`src/rtl/riscv_pc_pkg.sv`:
```
// Shared PC-select encodings and defaults for the single-cycle RISC-V fetch path.
package riscv_pc_pkg;

  typedef logic [1:0] pc_src_t;

  localparam pc_src_t PC_SRC_SEQ    = 2'b00;
  localparam pc_src_t PC_SRC_BRANCH = 2'b01;
  localparam pc_src_t PC_SRC_JALR   = 2'b10;
  localparam pc_src_t PC_SRC_RSVD   = 2'b11;

  localparam logic [31:0] DEFAULT_RESET_VEC = 32'h0000_0000;

endpackage

```
`src/rtl/pc_unit_ras_if.sv`:
```
// Control/datapath-facing signals of the PC unit, grouped as one bundle.
interface pc_unit_ras_if
  import riscv_pc_pkg::*;
#(
  parameter int unsigned XLEN = 32
);

  logic            stall;
  pc_src_t         pc_src;
  logic [XLEN-1:0] imm_ext;
  logic [XLEN-1:0] jalr_target;
  logic            trap_req;
  logic [XLEN-1:0] mtvec;
  logic            mret;
  logic            ras_push;
  logic            ras_pop;

  logic [XLEN-1:0] pc;
  logic [XLEN-1:0] pc_plus4;
  logic [XLEN-1:0] pc_target;
  logic [XLEN-1:0] mepc;
  logic            misaligned;
  logic            trap_taken;
  logic [XLEN-1:0] ras_top;
  logic            ras_empty;

  modport master (
    output stall, pc_src, imm_ext, jalr_target, trap_req, mtvec, mret, ras_push, ras_pop,
    input  pc, pc_plus4, pc_target, mepc, misaligned, trap_taken, ras_top, ras_empty
  );

  modport slave (
    input  stall, pc_src, imm_ext, jalr_target, trap_req, mtvec, mret, ras_push, ras_pop,
    output pc, pc_plus4, pc_target, mepc, misaligned, trap_taken, ras_top, ras_empty
  );

endinterface

```
`src/rtl/ras_stack.sv`:
```
// Circular return-address stack; when full, a push silently overwrites the oldest entry.
module ras_stack #(
  parameter int unsigned XLEN      = 32,
  parameter int unsigned RAS_DEPTH = 4
) (
  input  logic            clk,
  input  logic            reset,
  input  logic            en,
  input  logic            push,
  input  logic            pop,
  input  logic [XLEN-1:0] din,
  output logic [XLEN-1:0] top,
  output logic            empty
);

  localparam int unsigned PtrW = $clog2(RAS_DEPTH);
  localparam int unsigned CntW = $clog2(RAS_DEPTH + 1);

  logic [PtrW-1:0] ptr_q, ptr_d, wr_idx;
  logic [CntW-1:0] cnt_q, cnt_d;
  logic            wr_en;
  logic [XLEN-1:0] mem_q [RAS_DEPTH];

  assign empty = (cnt_q == '0);
  assign top   = empty ? '0 : mem_q[ptr_q];

  always_comb begin
    ptr_d  = ptr_q;
    cnt_d  = cnt_q;
    wr_en  = 1'b0;
    wr_idx = ptr_q;
    if (en) begin
      // Push+pop on an empty stack degenerates to a plain push.
      if (push && (!pop || empty)) begin
        wr_idx = ptr_q + PtrW'(1);
        ptr_d  = wr_idx;
        wr_en  = 1'b1;
        if (cnt_q != CntW'(RAS_DEPTH)) cnt_d = cnt_q + CntW'(1);
      end else if (push) begin
        wr_en = 1'b1;
      end else if (pop && !empty) begin
        ptr_d = ptr_q - PtrW'(1);
        cnt_d = cnt_q - CntW'(1);
      end
    end
  end

  always_ff @(posedge clk or posedge reset) begin
    if (reset) begin
      ptr_q <= '0;
      cnt_q <= '0;
      for (int i = 0; i < int'(RAS_DEPTH); i++) mem_q[i] <= '0;
    end else begin
      ptr_q <= ptr_d;
      cnt_q <= cnt_d;
      if (wr_en) mem_q[wr_idx] <= din;
    end
  end

endmodule

```
`src/rtl/pc_unit_ras.sv`:
```
// Program counter with stall, trap/mret redirect, misalignment trapping and a return-address stack.
module pc_unit_ras
  import riscv_pc_pkg::*;
#(
  parameter int unsigned     XLEN      = 32,
  parameter logic [XLEN-1:0] RESET_VEC = XLEN'(DEFAULT_RESET_VEC),
  parameter int unsigned     RAS_DEPTH = 4,
  parameter int unsigned     IALIGN    = 4
) (
  input logic          clk,
  input logic          reset,
  pc_unit_ras_if.slave bus
);

  logic [XLEN-1:0] pc_q, pc_d, mepc_q, mepc_d;
  logic            trap_taken_q, trap_taken_d;
  logic [XLEN-1:0] pc_plus4, pc_target, sel_target, trap_vec;
  logic            misaligned, ras_en;

  assign pc_plus4  = pc_q + XLEN'(4);
  assign pc_target = pc_q + bus.imm_ext;
  assign trap_vec  = bus.mtvec & ~XLEN'(3);

  always_comb begin
    case (bus.pc_src)
      PC_SRC_BRANCH: sel_target = pc_target;
      PC_SRC_JALR:   sel_target = bus.jalr_target & ~XLEN'(1);
      default:       sel_target = pc_plus4;
    endcase
  end

  assign misaligned = (bus.pc_src != PC_SRC_SEQ) &&
                      ((IALIGN == 4) ? (sel_target[1:0] != 2'b00) : sel_target[0]);

  // Trap beats stall; a misaligned target only traps when the pipeline is moving.
  always_comb begin
    pc_d         = pc_q;
    mepc_d       = mepc_q;
    trap_taken_d = 1'b0;
    ras_en       = 1'b0;
    if (bus.trap_req) begin
      pc_d         = trap_vec;
      mepc_d       = pc_q;
      trap_taken_d = 1'b1;
    end else if (bus.stall) begin
      pc_d = pc_q;
    end else if (misaligned) begin
      pc_d         = trap_vec;
      mepc_d       = pc_q;
      trap_taken_d = 1'b1;
    end else if (bus.mret) begin
      pc_d = mepc_q;
    end else begin
      pc_d   = sel_target;
      ras_en = 1'b1;
    end
  end

  always_ff @(posedge clk or posedge reset) begin
    if (reset) begin
      pc_q         <= RESET_VEC;
      mepc_q       <= '0;
      trap_taken_q <= 1'b0;
    end else begin
      pc_q         <= pc_d;
      mepc_q       <= mepc_d;
      trap_taken_q <= trap_taken_d;
    end
  end

  ras_stack #(
    .XLEN      (XLEN),
    .RAS_DEPTH (RAS_DEPTH)
  ) u_ras (
    .clk   (clk),
    .reset (reset),
    .en    (ras_en),
    .push  (bus.ras_push),
    .pop   (bus.ras_pop),
    .din   (pc_plus4),
    .top   (bus.ras_top),
    .empty (bus.ras_empty)
  );

  assign bus.pc         = pc_q;
  assign bus.pc_plus4   = pc_plus4;
  assign bus.pc_target  = pc_target;
  assign bus.mepc       = mepc_q;
  assign bus.misaligned = misaligned;
  assign bus.trap_taken = trap_taken_q;

endmodule

```
`src/flat_wrapper.sv`:
```
// flat-port wrapper written by rule: the top's interface ports become plain ports
module pc_unit_ras_flat import riscv_pc_pkg::*;
#(
  parameter int unsigned     XLEN      = 32,
  parameter logic [XLEN-1:0] RESET_VEC = XLEN'(DEFAULT_RESET_VEC),
  parameter int unsigned     RAS_DEPTH = 4,
  parameter int unsigned     IALIGN    = 4
)
  (clk, reset, bus_stall, bus_pc_src, bus_imm_ext, bus_jalr_target, bus_trap_req, bus_mtvec, bus_mret, bus_ras_push, bus_ras_pop, bus_pc, bus_pc_plus4, bus_pc_target, bus_mepc, bus_misaligned, bus_trap_taken, bus_ras_top, bus_ras_empty);
  pc_unit_ras_if #(.XLEN(XLEN)) bus_i ();
  input logic clk;
  input logic reset;
  input wire logic [$bits(bus_i.stall)-1:0] bus_stall;
  input wire logic [$bits(bus_i.pc_src)-1:0] bus_pc_src;
  input wire logic [$bits(bus_i.imm_ext)-1:0] bus_imm_ext;
  input wire logic [$bits(bus_i.jalr_target)-1:0] bus_jalr_target;
  input wire logic [$bits(bus_i.trap_req)-1:0] bus_trap_req;
  input wire logic [$bits(bus_i.mtvec)-1:0] bus_mtvec;
  input wire logic [$bits(bus_i.mret)-1:0] bus_mret;
  input wire logic [$bits(bus_i.ras_push)-1:0] bus_ras_push;
  input wire logic [$bits(bus_i.ras_pop)-1:0] bus_ras_pop;
  output wire logic [$bits(bus_i.pc)-1:0] bus_pc;
  output wire logic [$bits(bus_i.pc_plus4)-1:0] bus_pc_plus4;
  output wire logic [$bits(bus_i.pc_target)-1:0] bus_pc_target;
  output wire logic [$bits(bus_i.mepc)-1:0] bus_mepc;
  output wire logic [$bits(bus_i.misaligned)-1:0] bus_misaligned;
  output wire logic [$bits(bus_i.trap_taken)-1:0] bus_trap_taken;
  output wire logic [$bits(bus_i.ras_top)-1:0] bus_ras_top;
  output wire logic [$bits(bus_i.ras_empty)-1:0] bus_ras_empty;
  assign bus_i.stall = bus_stall;
  assign bus_i.pc_src = bus_pc_src;
  assign bus_i.imm_ext = bus_imm_ext;
  assign bus_i.jalr_target = bus_jalr_target;
  assign bus_i.trap_req = bus_trap_req;
  assign bus_i.mtvec = bus_mtvec;
  assign bus_i.mret = bus_mret;
  assign bus_i.ras_push = bus_ras_push;
  assign bus_i.ras_pop = bus_ras_pop;
  assign bus_pc = bus_i.pc;
  assign bus_pc_plus4 = bus_i.pc_plus4;
  assign bus_pc_target = bus_i.pc_target;
  assign bus_mepc = bus_i.mepc;
  assign bus_misaligned = bus_i.misaligned;
  assign bus_trap_taken = bus_i.trap_taken;
  assign bus_ras_top = bus_i.ras_top;
  assign bus_ras_empty = bus_i.ras_empty;
  pc_unit_ras #(.XLEN(XLEN), .RESET_VEC(RESET_VEC), .RAS_DEPTH(RAS_DEPTH), .IALIGN(IALIGN)) u_core (.clk(clk), .reset(reset), .bus(bus_i));
endmodule
```
`config.mk`:
```
export PLATFORM = sky130hd
export DESIGN_NAME = pc_unit_ras_flat
export DESIGN_NICKNAME = d
export VERILOG_FILES = /design/src/rtl/riscv_pc_pkg.sv /design/src/rtl/pc_unit_ras_if.sv /design/src/rtl/ras_stack.sv /design/src/rtl/pc_unit_ras.sv /design/src/flat_wrapper.sv
export SDC_FILE = /design/constraint.sdc
export NUM_CORES = 1
export LEC_CHECK = 0
export CORE_MARGIN = 2
export CORE_UTILIZATION = 45
export CTS_CLUSTER_DIAMETER = 80
export DETAILED_ROUTE_END_ITERATION = 8
export GPL_TIMING_DRIVEN = 0
export PLACE_DENSITY = 0.73
export SLEW_MARGIN = 20
export SYNTH_ARGS = -nofsm -noshare
export SYNTH_HDL_FRONTEND = slang
export SYNTH_SLANG_ARGS = --single-unit
```
`constraint.sdc`:
```
create_clock -name clk -period 8.2 [get_ports clk]
set_input_delay 1.23 -clock clk [delete_from_list [all_inputs] [get_ports clk]]
set_output_delay 1.23 -clock clk [all_outputs]
set_load 0.05 [all_outputs]
```
# Word-level counts from Yosys, hierarchy flattened
# Index checks and enable logic that the tools add are counted.
[op_classes] n_reduce_logical=15 shifts=0 add_sub_neg=6 muxes=34 n_eq_ne=6 bitwise_logic=2 mul=0 magnitude_cmp=3 div=0
[ops] cell="2-to-1 mux 32 bit" n=11
[ops] cell="bitwise mux 128 bit" n=1
[ops] cell="binary-select mux 32 bit (select 2 bit)" n=1
[ops] cell="demux 32 bit (select 2 bit)" n=1
[ops] cell="one-hot mux 32 bit (2 select lines)" n=1
[ops] cell="adder 32 x 3 -> 32 bit, second input constant" n=1
[ops] cell="adder 32 bit" n=1
[ops] cell="2-to-1 mux 3 bit" n=4
[ops] cell="2-to-1 mux 1 bit" n=10
[ops] cell="2-to-1 mux 2 bit" n=5
[ops] cell="nonzero test 2 bit" n=4
[ops] cell="greater-or-equal comparator 3 bit, second input constant" n=2
[ops] cell="!= test 2 x 1 -> 1 bit, second input constant" n=3
[ops] cell="inverter 2 -> 3 bit" n=2
[ops] cell="logical AND 1 bit" n=4
[ops] cell="AND reduction 4 bit" n=1
[ops] cell="adder 3 x 1 -> 3 bit, second input constant" n=1
[ops] cell="zero test 3 bit" n=1
[ops] cell="< comparator 3 x 1 -> 1 bit, second input constant" n=1
[ops] cell="!= test 3 bit, second input constant" n=1
[ops] cell="AND reduction 3 bit" n=1
[ops] cell="subtractor 3 x 1 -> 3 bit, second input constant" n=1
[ops] cell="adder 2 x 1 -> 2 bit, second input constant" n=1
[ops] cell="== test 2 x 1 -> 1 bit, second input constant" n=1
[ops] cell="other kinds (5)" n=6
[totals] mem_bits_ro=0 latch_bits=0 wordCells=75 memories=0 input_bits=105 mem_bits_rw=0 ff_bits=198

# Logic depth before layout (Yosys ltp)
# Gate-level depths: netlist (run 1).
[logic_depth] depth_word=14 ltp_mapped=14 ltp_nobuf=12

# Cells and area by module
# From an unflattened synthesis (run 1), not the netlist that was laid out.
[unflattened] hier_cells=1104 area_unflattened_um2=11805.1
[modules_own_cells] mod="ras_stack" seq_area_each_um2=3328.2 cells_each=389 area_each_um2=6170.9 instances=1
[modules_own_cells] mod="pc_unit_ras" seq_area_each_um2=1626.6 cells_each=715 area_each_um2=5634.2 instances=1

# Worst setup path after synthesis (run 1)
# OpenSTA, ideal clock, no wires.
[synth_path] path_type="input port to output port" startpoint="in bus_imm_ext[0]" endpoint="out bus_pc_target[26]" path_slack_ns=2.955 t_required_ns=6.970 path_buffers=0 path_stages=12 t_arrival_ns=4.015 path_cell_list="ha_1 -> inv_1 -> fa_1 -> and2b_1 -> o2111ai_1 -> a21oi_2 -> o21ai_1 -> o21ai_1 -> o22ai_2 -> o31ai_2 -> a21oi_1 -> xnor2_1"
[synth_via] elab_chain_cells=1
[synth_rtl] item="start, declared" line_no="flat_wrapper.sv:15" source="input wire logic [$bits(bus_i.imm_ext)-1:0] bus_imm_ext;"
[synth_rtl] item="adder 32 bit" line_no="pc_unit_ras.sv:21" source="assign pc_target = pc_q + bus.imm_ext;"
[synth_rtl] item="end, declared" line_no="flat_wrapper.sv:24" source="output wire logic [$bits(bus_i.pc_target)-1:0] bus_pc_target;"
# Every way passes these cells.

# Worst setup path after layout (run 1)
# Same ends and word-level chain as after synthesis.

==> metrics.csv, run 1 <==
metric;value;unit
outcome;finished with violations;
violated checks;DRC;
Leak;6.59;nW
Critical Path Fanout Max;4;
Crit Path Class;in2out;
PnR worst setup slack;1700;ps
sw frac;47.0;%
antenna fix cells;0;
IO buf count;263;
initial antenna violation count;0;
Syn Area/Cell;9.80;um^2
max-cap check violation count;0;
Main synth FF type;dfrtp_1;
Die X;165;um
Die Height;165;um
CTS tree;built;
clk_lat worst skew;450;ps
critical path's top delay family;compound AO/OA/AOI/OAI gates;
clock tree root driver cell;clkbuf_16;
CTS buffer count;17;
Starting DRT DRC Count;1290;
layout cell share with drive strength beyond 1;11.3;%
PwrDens;356;nW/um^2
setup TNS;0;ps
post-DR wirelength/cell;23.2;um
Yosys warning count;0;
compound-gate portion of the synthesized area;18.3;%
Tmin final;6500;ps
first-pass GRT wire length;63300;um
slowest stage delay, CP;870;ps
Final Cycle Share;79.3;%
Comb pwr share;55.2;%
post-route ant nets;0;
GR Overflow Total;0;
multiplexer share of the synthesized area;11.0;%
Net Sw Power;0.00256;W
# hold bufs at CTS;0;
combinational family with the most area after synthesis;compound AO/OA/AOI/OAI gates;
Cells after Synth;1186;
clk sinks;198;
largest net degree at the start of global routing;102;
vias in the first global route;10700;
Adder-Cell Fraction of Synth Area;4.33;%
Setup crit start kind;primary input;
CP cell instances;clkdlybuf4s50_1 > ha_1 > inv_1 > fa_1 > and2b_1 > o2111ai_1 > a21oi_2 > o21ai_1 > o21ai_1 > o22ai_2 > o31ai_2 > a21oi_1 > xnor2_1 > clkdlybuf4s50_1;
Clk pin slew, worst setup/hold paths;80;ps
vias per cell;5.98;
Hold Crit Class;reg2reg;
Final Setup Violations;0;
RSZ-0062 raised after global routing;false;
CP bufs+invs;3;
GP Congestion;0.973;
post-synth design cell area;11600;um^2
core region area;25300;um^2
Reg power frac;28.7;%
Post-Place Worst Slack;1840;ps
via count of the routed design;10800;
drt drc;3;
DP Wirelength;31800;um
Layout Nets;1613;
DRT Wirelength;42000;um
Post-Synth XOR/XNOR Area;4.90;%
Post-Syn Nets;1330;
Ports;268;
clock buffer depth;2;
total track usage;31.4;%
max-slew violations;0;
slowest CP cell;clkdlybuf4s50_1;
Worst slew margin;37.7;%
capturing element type of the critical path;output port;
Inst Count DP;1780;
Yosys cell types;72;
Clk pwr share;16.1;%
FFs w/ async S/R, synth;100;%
area delta synth->final;31.9;%
Seq/Total Area, Yosys;42.6;%
Starting Density;46.0;%
Worst VDD drop;0.307;mV
worst slew pin tran;932;ps
Core Rows;58;
drt first pass iters;9;
#FFs+latches synth;198;
Cell Count, Final, Fillers Out;1812;
# resized after CTS;0;
EDFF count, synth;0;
worst-case clock skew;14.2;ps
fmax;154;MHz
H-tree depth;4;
final hold violations;0;
post-CTS setup buffers;0;
Req. time, crit path;6970;ps
simple-gate share of the synthesized area;14.0;%
die area;27100;um^2
Int Power;0.00289;W
Crit path arrival time;5270;ps
-- cell families after synthesis --
family	count (synthesis)
simple gates	333
mux	82
xor+xnor	65
fa+ha+maj	39
flops	198
buf+inv	133
compound gates	336
-- metal layers --
metal / global-route usage (%) / share of wire (%)
met1: 43.2 / 42
met2: 50.6 / 47
met3: 5.70 / 8.7
met4: 9.68 / 2.4
met5: 0 / 0
-- cells in the final DEF (no fill, tap or decap), types with 8 or more instances in the layout --
master,Yosys,routed
nand2_1,77,77
a221oi_1,18,18
nand3_1,22,22
a21oi_1,121,121
buf_2,22,22
mux2_2,46,46
nand2b_1,8,8
dfrtp_1,198,198
ha_1,37,37
nor3_1,11,11
clkbuf_16,0,17
nor2b_1,35,35
clkbuf_1,45,46
a21o_1,22,22
a222oi_1,22,22
xor2_1,24,24
inv_1,51,50
xnor2_1,41,41
clkdlybuf4s50_1,0,263
a31oi_1,10,10
o31ai_1,8,8
nand4_1,14,14
and3_1,11,11
mux4_2,32,32
o21ai_0,78,78
o21ai_1,10,10
nor2_1,126,126
-- area by class of cell --
class,count,area [um^2]
fill,2213,9930
multi-input combinational,855,6110
sequential,198,4950
timing repair buffer,264,2660
clock buffer,18,429
tap,330,413
buffer,80,360
inverter,53,208
clock inverter,14,186
-- worst paths after layout --
kind / start / end / slack [ps] / cells after the start
max in group asynchronous: reset / u_core.bus.pc[24]$_DFFE_PP0P_ / 5950 / 3
min reg2reg: u_core.u_ras.mem_q[22]$_DFFE_PP0P_ / u_core.u_ras.mem_q[22]$_DFFE_PP0P_ / 480 / 2
max reg2reg: u_core.bus.pc[0]$_DFFE_PP0P_ / u_core.bus.pc[5]$_DFFE_PP0P_ / 3890 / 11
min in group asynchronous: reset / u_core.u_ras.mem_q[66]$_DFFE_PP0P_ / 1290 / 2
max: bus_imm_ext[0] / bus_pc_target[26] / 1700 / 14
min: u_core.u_ras.mem_q[22]$_DFFE_PP0P_ / u_core.u_ras.mem_q[22]$_DFFE_PP0P_ / 480 / 2
-- worst min-delay path: cells and delay by family, from the launching register on --
kind | cells | cell delay [ps]
simple gates | 1 | 40
flops | 1 | 350
compound gates | 1 | 60
-- through the flow --
| step | hold slack (ps) | util [%] | power (W) | instance area, um^2 |
|---|---|---|---|---|
| after floorplan | 445 | - | 0.00359 | 11600 |
| after global placement | 457 | 58.1 | 0.00452 | 14700 |
| after detailed placement | 466 | 58.2 | 0.00457 | 14700 |
| after CTS | 484 | 60.6 | 0.00545 | 15300 |
| after global routing | 505 | 60.7 | 0.00571 | 15300 |
| final | 482 | 60.7 | 0.00545 | 15300 |
-- power by group through the flow --
stage	logic, W	registers [W]	clock network [W]
detailed placement	0.00299	0.00157	0
finish	0.00301	0.00156	0.000880
global route	0.00318	0.00160	0.000931
global placement	0.00297	0.00155	0
floorplan	0.00190	0.00169	0
CTS	0.00300	0.00156	0.000885
-- state kept, by name (all words and copies together) (netlist names) --
| register | count |
|---|---|
| u_core.u_ras.mem_q | 128 |
| u_core.bus.mepc | 32 |
| u_core.bus.pc | 32 |
| u_core.u_ras.cnt_q | 3 |
| u_core.u_ras.ptr_q | 2 |
| u_core.bus.trap_taken | 1 |
-- Yosys cell counts, drive strengths merged (2+ instances only) --
| library cell | number | area (um^2) |
|---|---|---|
| a211oi | 4 | 30.0 |
| a21o | 22 | 165 |
| a21oi | 123 | 623 |
| a221o | 5 | 50.1 |
| a221oi | 18 | 158 |
| a222oi | 22 | 220 |
| a22o | 2 | 17.5 |
| a22oi | 5 | 37.5 |
| a2bb2oi | 2 | 17.5 |
| a31o | 2 | 17.5 |
| a31oi | 10 | 62.6 |
| and2 | 4 | 25.0 |
| and3 | 11 | 68.8 |
| buf | 33 | 181 |
| clkbuf | 47 | 179 |
| dfrtp | 198 | 4950 |
| fa | 2 | 40.0 |
| ha | 37 | 463 |
| inv | 52 | 195 |
| mux2 | 46 | 518 |
| mux2i | 4 | 40.0 |
| mux4 | 32 | 721 |
| nand2 | 79 | 307 |
| nand2b | 8 | 50.1 |
| nand3 | 23 | 120 |
| nand4 | 16 | 130 |
| nor2 | 127 | 479 |
| nor2b | 35 | 219 |
| nor3 | 14 | 104 |
| nor3b | 5 | 47.5 |
| o2111ai | 3 | 26.3 |
| o211ai | 3 | 22.5 |
| o21a | 3 | 22.5 |
| o21ai | 89 | 449 |
| o21bai | 6 | 45.0 |
| o31ai | 9 | 72.6 |
| or2 | 4 | 25.0 |
| or3 | 2 | 12.5 |
| xnor2 | 41 | 359 |
| xor2 | 24 | 210 |
Note: power is estimated with default switching activity, not from simulation.
==> inputs of run 2 (changes only) <==
- clock period: 8.2 -> 6.7 ns (I/O delays scaled with it)
==> results of run 2 <==
Same layout as run 1 (identical final DEF). Status: finished with violations: DRC.
Main changes from that run: setup slack after placement 1840 ps -> 788 ps; setup slack after layout 1700 ps -> 647 ps; register-to-register setup slack 3890 ps -> 2390 ps; total power 0.00545 W -> 0.00667 W; worst IR drop on VDD 0.307 mV -> 0.376 mV
